[src/rtl/fan_tach_meter_pkg.sv]
// Shared definitions for the fan tachometer meter and the fan controller:
// default widths and the gate-window FSM state encoding.
package fan_tach_meter_pkg;

    localparam int ADC_BITWIDTH_DEF  = 4;
    localparam int GATE_BITWIDTH_DEF = 20;

    typedef enum logic [1:0] {
        IDLE  = 2'd0,
        COUNT = 2'd1,
        LATCH = 2'd2
    } gate_state_t;

endpackage

[src/rtl/fan_tach_meter_tach_debounce.sv]
// Tachometer input conditioning: two-FF synchroniser, tick-based debounce
// filter and rising-edge detector on the debounced level.
module tach_debounce #(
    parameter int DEBOUNCE_CYCLES = 4
) (
    input  logic clk_i,
    input  logic rst_i,
    input  logic clk_en_i,
    input  logic raw_i,
    output logic level_o,
    output logic rise_o
);

    localparam logic [3:0] DB_LIMIT = 4'(DEBOUNCE_CYCLES);

    logic       sync_p0;
    logic       sync_p1;
    logic [3:0] db_cnt;
    logic       accept;

    // The new level is taken on the tick that completes the persistence count.
    assign accept = clk_en_i && (sync_p1 != level_o) && ((db_cnt + 4'd1) == DB_LIMIT);
    // Rise coincides with the level update, so it always lands on a tick.
    assign rise_o = accept && sync_p1;

    // Synchroniser runs every clock, independent of the tick enable.
    always_ff @(posedge clk_i) begin
        if (rst_i) begin
            sync_p0 <= 1'b0;
            sync_p1 <= 1'b0;
        end else begin
            sync_p0 <= raw_i;
            sync_p1 <= sync_p0;
        end
    end

    // Debounce: count ticks the synchronised input disagrees with the level.
    always_ff @(posedge clk_i) begin
        if (rst_i) begin
            level_o <= 1'b0;
            db_cnt  <= '0;
        end else if (clk_en_i) begin
            if (sync_p1 != level_o) begin
                if (accept) begin
                    level_o <= sync_p1;
                    db_cnt  <= '0;
                end else begin
                    db_cnt <= db_cnt + 4'd1;
                end
            end else begin
                db_cnt <= '0;
            end
        end
    end

endmodule

[src/rtl/fan_tach_meter.sv]
// Fan tachometer meter: counts debounced tach rises over a programmable gate
// window and converts the count into a saturated speed value plus a stall flag.
module fan_tach_meter
    import fan_tach_meter_pkg::*;
#(
    parameter int ADC_BITWIDTH    = ADC_BITWIDTH_DEF,
    parameter int GATE_BITWIDTH   = GATE_BITWIDTH_DEF,
    parameter int PPR_SHIFT       = 1,
    parameter int DEBOUNCE_CYCLES = 4,
    parameter int STALL_WINDOWS   = 2
) (
    input  logic                     clk_i,
    input  logic                     rst_i,
    input  logic                     clk_en_i,
    input  logic                     TACH_pin_i,
    input  logic [GATE_BITWIDTH-1:0] GATE_periodCounterValue_i,
    output logic [ADC_BITWIDTH-1:0]  SPEED_value_o,
    output logic                     SPEED_valid_o,
    output logic                     STALL_o
);

    localparam int                      PCNT_W      = ADC_BITWIDTH + PPR_SHIFT + 1;
    localparam logic [PCNT_W-1:0]       SPEED_MAX   = PCNT_W'((1 << ADC_BITWIDTH) - 1);
    localparam logic [GATE_BITWIDTH-1:0] GATE_ONE   = GATE_BITWIDTH'(1);
    localparam logic [2:0]              STALL_LIMIT = 3'(STALL_WINDOWS);

    // Saturating increment of the pulse counter.
    function automatic logic [PCNT_W-1:0] pulse_inc(input logic [PCNT_W-1:0] cnt,
                                                    input logic              inc);
        return (inc && (cnt != '1)) ? cnt + PCNT_W'(1) : cnt;
    endfunction

    // Scale raw pulses to revolutions and clamp to the output range.
    function automatic logic [ADC_BITWIDTH-1:0] speed_sat(input logic [PCNT_W-1:0] snap);
        logic [PCNT_W-1:0] revs;
        revs = snap >> PPR_SHIFT;
        return (revs > SPEED_MAX) ? '1 : revs[ADC_BITWIDTH-1:0];
    endfunction

    gate_state_t              state;
    gate_state_t              state_nxt;
    logic                     level_unused;
    logic                     rise;
    logic                     period_zero;
    logic                     close_tick;
    logic [GATE_BITWIDTH-1:0] gate_cnt;
    logic [PCNT_W-1:0]        pulse_cnt;
    logic [PCNT_W-1:0]        snapshot;
    logic [ADC_BITWIDTH-1:0]  speed_new;
    logic [2:0]               zero_cnt;
    logic [2:0]               zero_nxt;

    // Only the rising edge of the debounced level feeds the measurement.
    tach_debounce #(
        .DEBOUNCE_CYCLES(DEBOUNCE_CYCLES)
    ) u_debounce (
        .clk_i   (clk_i),
        .rst_i   (rst_i),
        .clk_en_i(clk_en_i),
        .raw_i   (TACH_pin_i),
        .level_o (level_unused),
        .rise_o  (rise)
    );

    assign period_zero = (GATE_periodCounterValue_i == '0);
    // >= lets a shortened period close an over-long window on the next tick.
    assign close_tick  = (state == COUNT) && clk_en_i && !period_zero &&
                         (gate_cnt >= (GATE_periodCounterValue_i - GATE_ONE));
    assign speed_new   = speed_sat(snapshot);
    assign zero_nxt    = (zero_cnt == 3'd7) ? zero_cnt : zero_cnt + 3'd1;

    // FSM state register.
    always_ff @(posedge clk_i) begin
        if (rst_i) begin
            state <= IDLE;
        end else begin
            state <= state_nxt;
        end
    end

    // FSM next state; a zero period forces IDLE from any state.
    always_comb begin
        state_nxt = state;
        case (state)
            IDLE:    if (!period_zero) state_nxt = COUNT;
            COUNT:   if (close_tick)   state_nxt = LATCH;
            LATCH:   state_nxt = COUNT;
            default: state_nxt = IDLE;
        endcase
        if (period_zero) begin
            state_nxt = IDLE;
        end
    end

    // Gate and pulse counters; LATCH keeps counting into the new window.
    always_ff @(posedge clk_i) begin
        if (rst_i) begin
            gate_cnt  <= '0;
            pulse_cnt <= '0;
            snapshot  <= '0;
        end else if (period_zero || (state == IDLE)) begin
            gate_cnt  <= '0;
            pulse_cnt <= '0;
        end else if (close_tick) begin
            gate_cnt  <= '0;
            pulse_cnt <= '0;
            snapshot  <= pulse_inc(pulse_cnt, rise);
        end else begin
            if (clk_en_i) begin
                gate_cnt <= gate_cnt + GATE_ONE;
            end
            pulse_cnt <= pulse_inc(pulse_cnt, rise);
        end
    end

    // Result stage: publish speed, strobe valid and track consecutive zero windows.
    always_ff @(posedge clk_i) begin
        if (rst_i) begin
            SPEED_value_o <= '0;
            SPEED_valid_o <= 1'b0;
            STALL_o       <= 1'b0;
            zero_cnt      <= '0;
        end else begin
            SPEED_valid_o <= (state == LATCH);
            if (state == LATCH) begin
                SPEED_value_o <= speed_new;
                if (speed_new == '0) begin
                    zero_cnt <= zero_nxt;
                    if (zero_nxt >= STALL_LIMIT) begin
                        STALL_o <= 1'b1;
                    end
                end else begin
                    zero_cnt <= '0;
                    STALL_o  <= 1'b0;
                end
            end
        end
    end

endmodule

[config.mk]
export PLATFORM = sky130hd
export DESIGN_NAME = fan_tach_meter
export DESIGN_NICKNAME = d
export VERILOG_FILES = /design/src/rtl/fan_tach_meter_pkg.sv /design/src/rtl/fan_tach_meter_tach_debounce.sv /design/src/rtl/fan_tach_meter.sv
export SDC_FILE = /design/constraint.sdc
export NUM_CORES = 1
export LEC_CHECK = 0
export CAP_MARGIN = 40
export CORE_ASPECT_RATIO = 0.7
export CORE_UTILIZATION = 45
export CTS_CLUSTER_SIZE = 8
export DETAILED_ROUTE_END_ITERATION = 7
export PLACE_DENSITY = 0.66
export SYNTH_ARGS = -nofsm -noshare
export SYNTH_HDL_FRONTEND = slang
export SYNTH_HIERARCHICAL = 1
export SYNTH_SLANG_ARGS = --single-unit
[constraint.sdc]
create_clock -name clk_i -period 4.17 [get_ports clk_i]
set_input_delay 0.6255 -clock clk_i [delete_from_list [all_inputs] [get_ports clk_i]]
set_output_delay 0.6255 -clock clk_i [all_outputs]
set_load 0.005 [all_outputs]
==> summary.txt <==
Floorplan
  – Die X: around 98 um
  – I/O Pins: 30
  – Die Y: 69.0 um
  – Row cnt: 24
  – Die ar.: 0.00674 sq mm
  – Starting Density: between 40% and 50%
  – Core Area: 0.00622 sq mm

Critical path
  – RR Endpoint: snapshot[1]
  – CP bufs+invs: 3
  – Data required time of the worst path: between 4 and 5 ns
  – Worst EP arrival: about 4.0 ns
  – CP peak stage delay: 0.47 ns
  – Critical path class: in2reg
  – Crit path launch type: primary input
  – FF-to-FF path depth: 9
  – CP cell instances: clkdlybuf4s50_1, nor4_1, buf_4, nand2_1, nor4_1, xnor2_1, ha_1, and2_0, a221o_1, a21oi_1, o21ai_2, o2111ai_2, buf_4, o21ai_0, a21oi_1
  – Crit-path slowest cell: clkdlybuf4s50_1
  – Crit. End Element: register
  – R2R setup slack: 1.87 ns
  – R2r startpoint: gate_cnt[9]
  – CP top delay family: compound AO/OA/AOI/OAI gates
  – Crit path max fanout: 9

STA
  – Final setup viols: 0
  – Final Hold Violating Endpoints: 0
  – Achievable Freq: 266 MHz
  – Slew HR: 53.7%
  – Worst hold slack: 0.445 ns
  – Worst slew pin tran: 0.693 ns
  – Final Cycle Share: 90.2%
  – RSZ-0062 raised after global routing: no
  – Final setup margin: just over 0.4 ns
  – Worst Skew: 0.00920 ns
  – Final Critical Period: 3.76 ns
  – Count of final max-slew check failures: 0

Place
  – Pre-CTS setup slack: -0.0701 ns
  – Post-DP HPWL: 4440 um
  – Routability congestion estimate: 0.789
  – Port Buffers: 29
  – Dpl cell area: 0.00332 sq mm

CTS
  – Cts repair resizes: 0
  – Cts bufs inserted: 5
  – TritonCTS clock tree: yes
  – H-Tree Depth: 2
  – Hold Buf Count CTS: 0
  – Max Buffers Root-to-Sink: 2
  – Clock transition at path regs: 0.10 ns
  – Number of clock sinks: a little under 50
  – Root buf cell: clkbuf_8
  – Setup bufs post-CTS: 0
  – Worst-Skew Late Latency: 0.31 ns

Status
  – Status: complete, but fails checks
  – Failing checks: design-rule violations

Global route
  – Antenna violations before repair: 0
  – First-pass GRT wire length: 9940 um
  – GRT Total Usage: 18.2%
  – Vias in the first global route: 2,182
  – Largest net degree at the start of global routing: 27
  – Gr ovfl total: 0

Worst hold path
  – Hold/Removal Path Class: reg2reg
  – Hold Path Sink: u_debounce/sync_p1
  – Worst hold start: u_debounce/sync_p0
  – WHS Path Cells: 1

Power and ir drop
  – Leak Pwr: 0.00128 uW
  – Pwr dens: ~250 mW/mm^2
  – Total power: 843 uW
  – Max rail drop VDD: 156 uV

Detailed routing
  – Starting DRT DRC Count: 62
  – Wirelength, routed: 5730 um
  – DRC: 2
  – Via count: about 2,400
  – Routed Antenna Nets: 0
  – 1st-pass router iterations: 6
  – Wire length per cell: 12.6 um
  – DR vias/cell: 5.23

Layout
  – Layout cell share with drive strength beyond 1: 8.20%
  – Commonest non-fill, non-tap cell in the layout: dfxtp_1
  – Synth-to-Final Area Change: 19.0%
  – Design Area, Final: 0.00343 sq mm
  – Most frequent cells in the layout: dfxtp_1 (49), nor3_1 (37), nor2_1 (29), clkdlybuf4s50_1 (29)
  – Final net count: ~430
  – ANT cells: 0

Synth
  – Avg Cell Area, Syn: between 8 and 9 sq um
  – Flops & latches, synth: 49
  – FFs w/ async S/R, synth: 0%
  – Number of synthesized flops with an enable pin: 0
  – Post-Syn Area: 0.00289 sq mm
  – Yosys warns: 6
  – Syn nets: 390
  – Post-synthesis sequential area ratio: 34.0%
  – Ys flop type: dfxtp_1
  – Mapped Cells: around 340
  – Library cells used by synthesis: 43

Job
  – Max_cap viols: 0
worst max path at each step:
stage | start | end | slack [ns] | cells after the start
after CTS | GATE_periodCounterValue_i[8] | snapshot[5] | 0.25 | 16
after detailed placement | GATE_periodCounterValue_i[8] | snapshot[2] | -0.07 | 17
after global placement | GATE_periodCounterValue_i[5] | snapshot[1] | 0.04 | 15
after global routing | GATE_periodCounterValue_i[8] | snapshot[2] | 0.04 | 17
after floorplan | GATE_periodCounterValue_i[8] | gate_cnt[0] | 0.70 | 16
final | GATE_periodCounterValue_i[5] | snapshot[1] | 0.41 | 15
power by group:
group	switching [uW]	total, uW	internal, uW
clock	164	282	118
sequential	2.43	472	470
combinational	42.9	88.3	45.4
total	210	843	633
routing by layer:
layer  vias to the layer above  GRT usage [%]  share of wire (%)
met4                         0           5.39                1.0
met1                      1063           27.4                 55
met3                         8           3.75                3.5
met2                        30           25.8                 40
li1                       1285              -                  -
met5                         -              0                  0
cell usage after synthesis, drive strengths merged, types with 2 or more instances:
cell type   n  share of area (%)
o2111ai     2               0.61
nor3       38                6.6
mux2i       5                1.7
nor2b       4               0.87
dfxtp      49                 34
clkbuf      3               0.39
xnor2      18                5.5
nand2      27                3.5
o21ai      12                2.1
nor2       29                3.8
a21boi      2               0.52
nor4        7                2.0
and4        2               0.61
a21oi      20                3.5
nand2b      8                1.7
a211oi      3               0.78
or3         6                1.3
and3        5                1.1
nand3       9                1.6
xor2       21                6.6
inv        10                1.3
nand4       8                1.7
a21o        4                1.0
ha         27                 12
buf         7                1.7
layout make-up:
class                      count  area, sq um
sequential                    49          981
clock inverter                 3         22.5
clock buffer                   5         68.8
multi-input combinational    270         1830
timing repair buffer          41          393
inverter                      10         37.5
fill                         596         2780
tap                           78         97.6
cells by family (layout without fill, tap and decap cells):
kind of cell | count (synthesis) | in the layout | synth area share [%]
AOI/OAI and AO/OA | 48 | 48 | 9.97
adders and majority gates | 27 | 27 | 11.7
buffers and inverters | 20 | 59 | 3.42
muxes | 5 | 5 | 1.73
DFF | 49 | 49 | 34.0
and+or+nand+nor | 151 | 151 | 27.1
xor gates and xnor gates | 39 | 39 | 12.1
stage by stage:
stage	setup TNS, ns	std cells	util [%]
floorplan	0	339	-
global placement	0	448	53.4
detailed placement	-0.262	448	53.4
CTS	0	456	54.9
global route	0	456	55.3
finish	0	456	55.3
state kept, by name, summed over array words and instances, names as in the netlist:
name,flops
snapshot,5
u_debounce/db_cnt,4
SPEED_valid_o,1
SPEED_value_o,4
u_debounce/sync_p0,1
u_debounce/sync_p1,1
STALL_o,1
u_debounce/level_o,1
zero_cnt,3
pulse_cnt,6
gate_cnt,20
state,2
(Power assumes the default switching activity.)
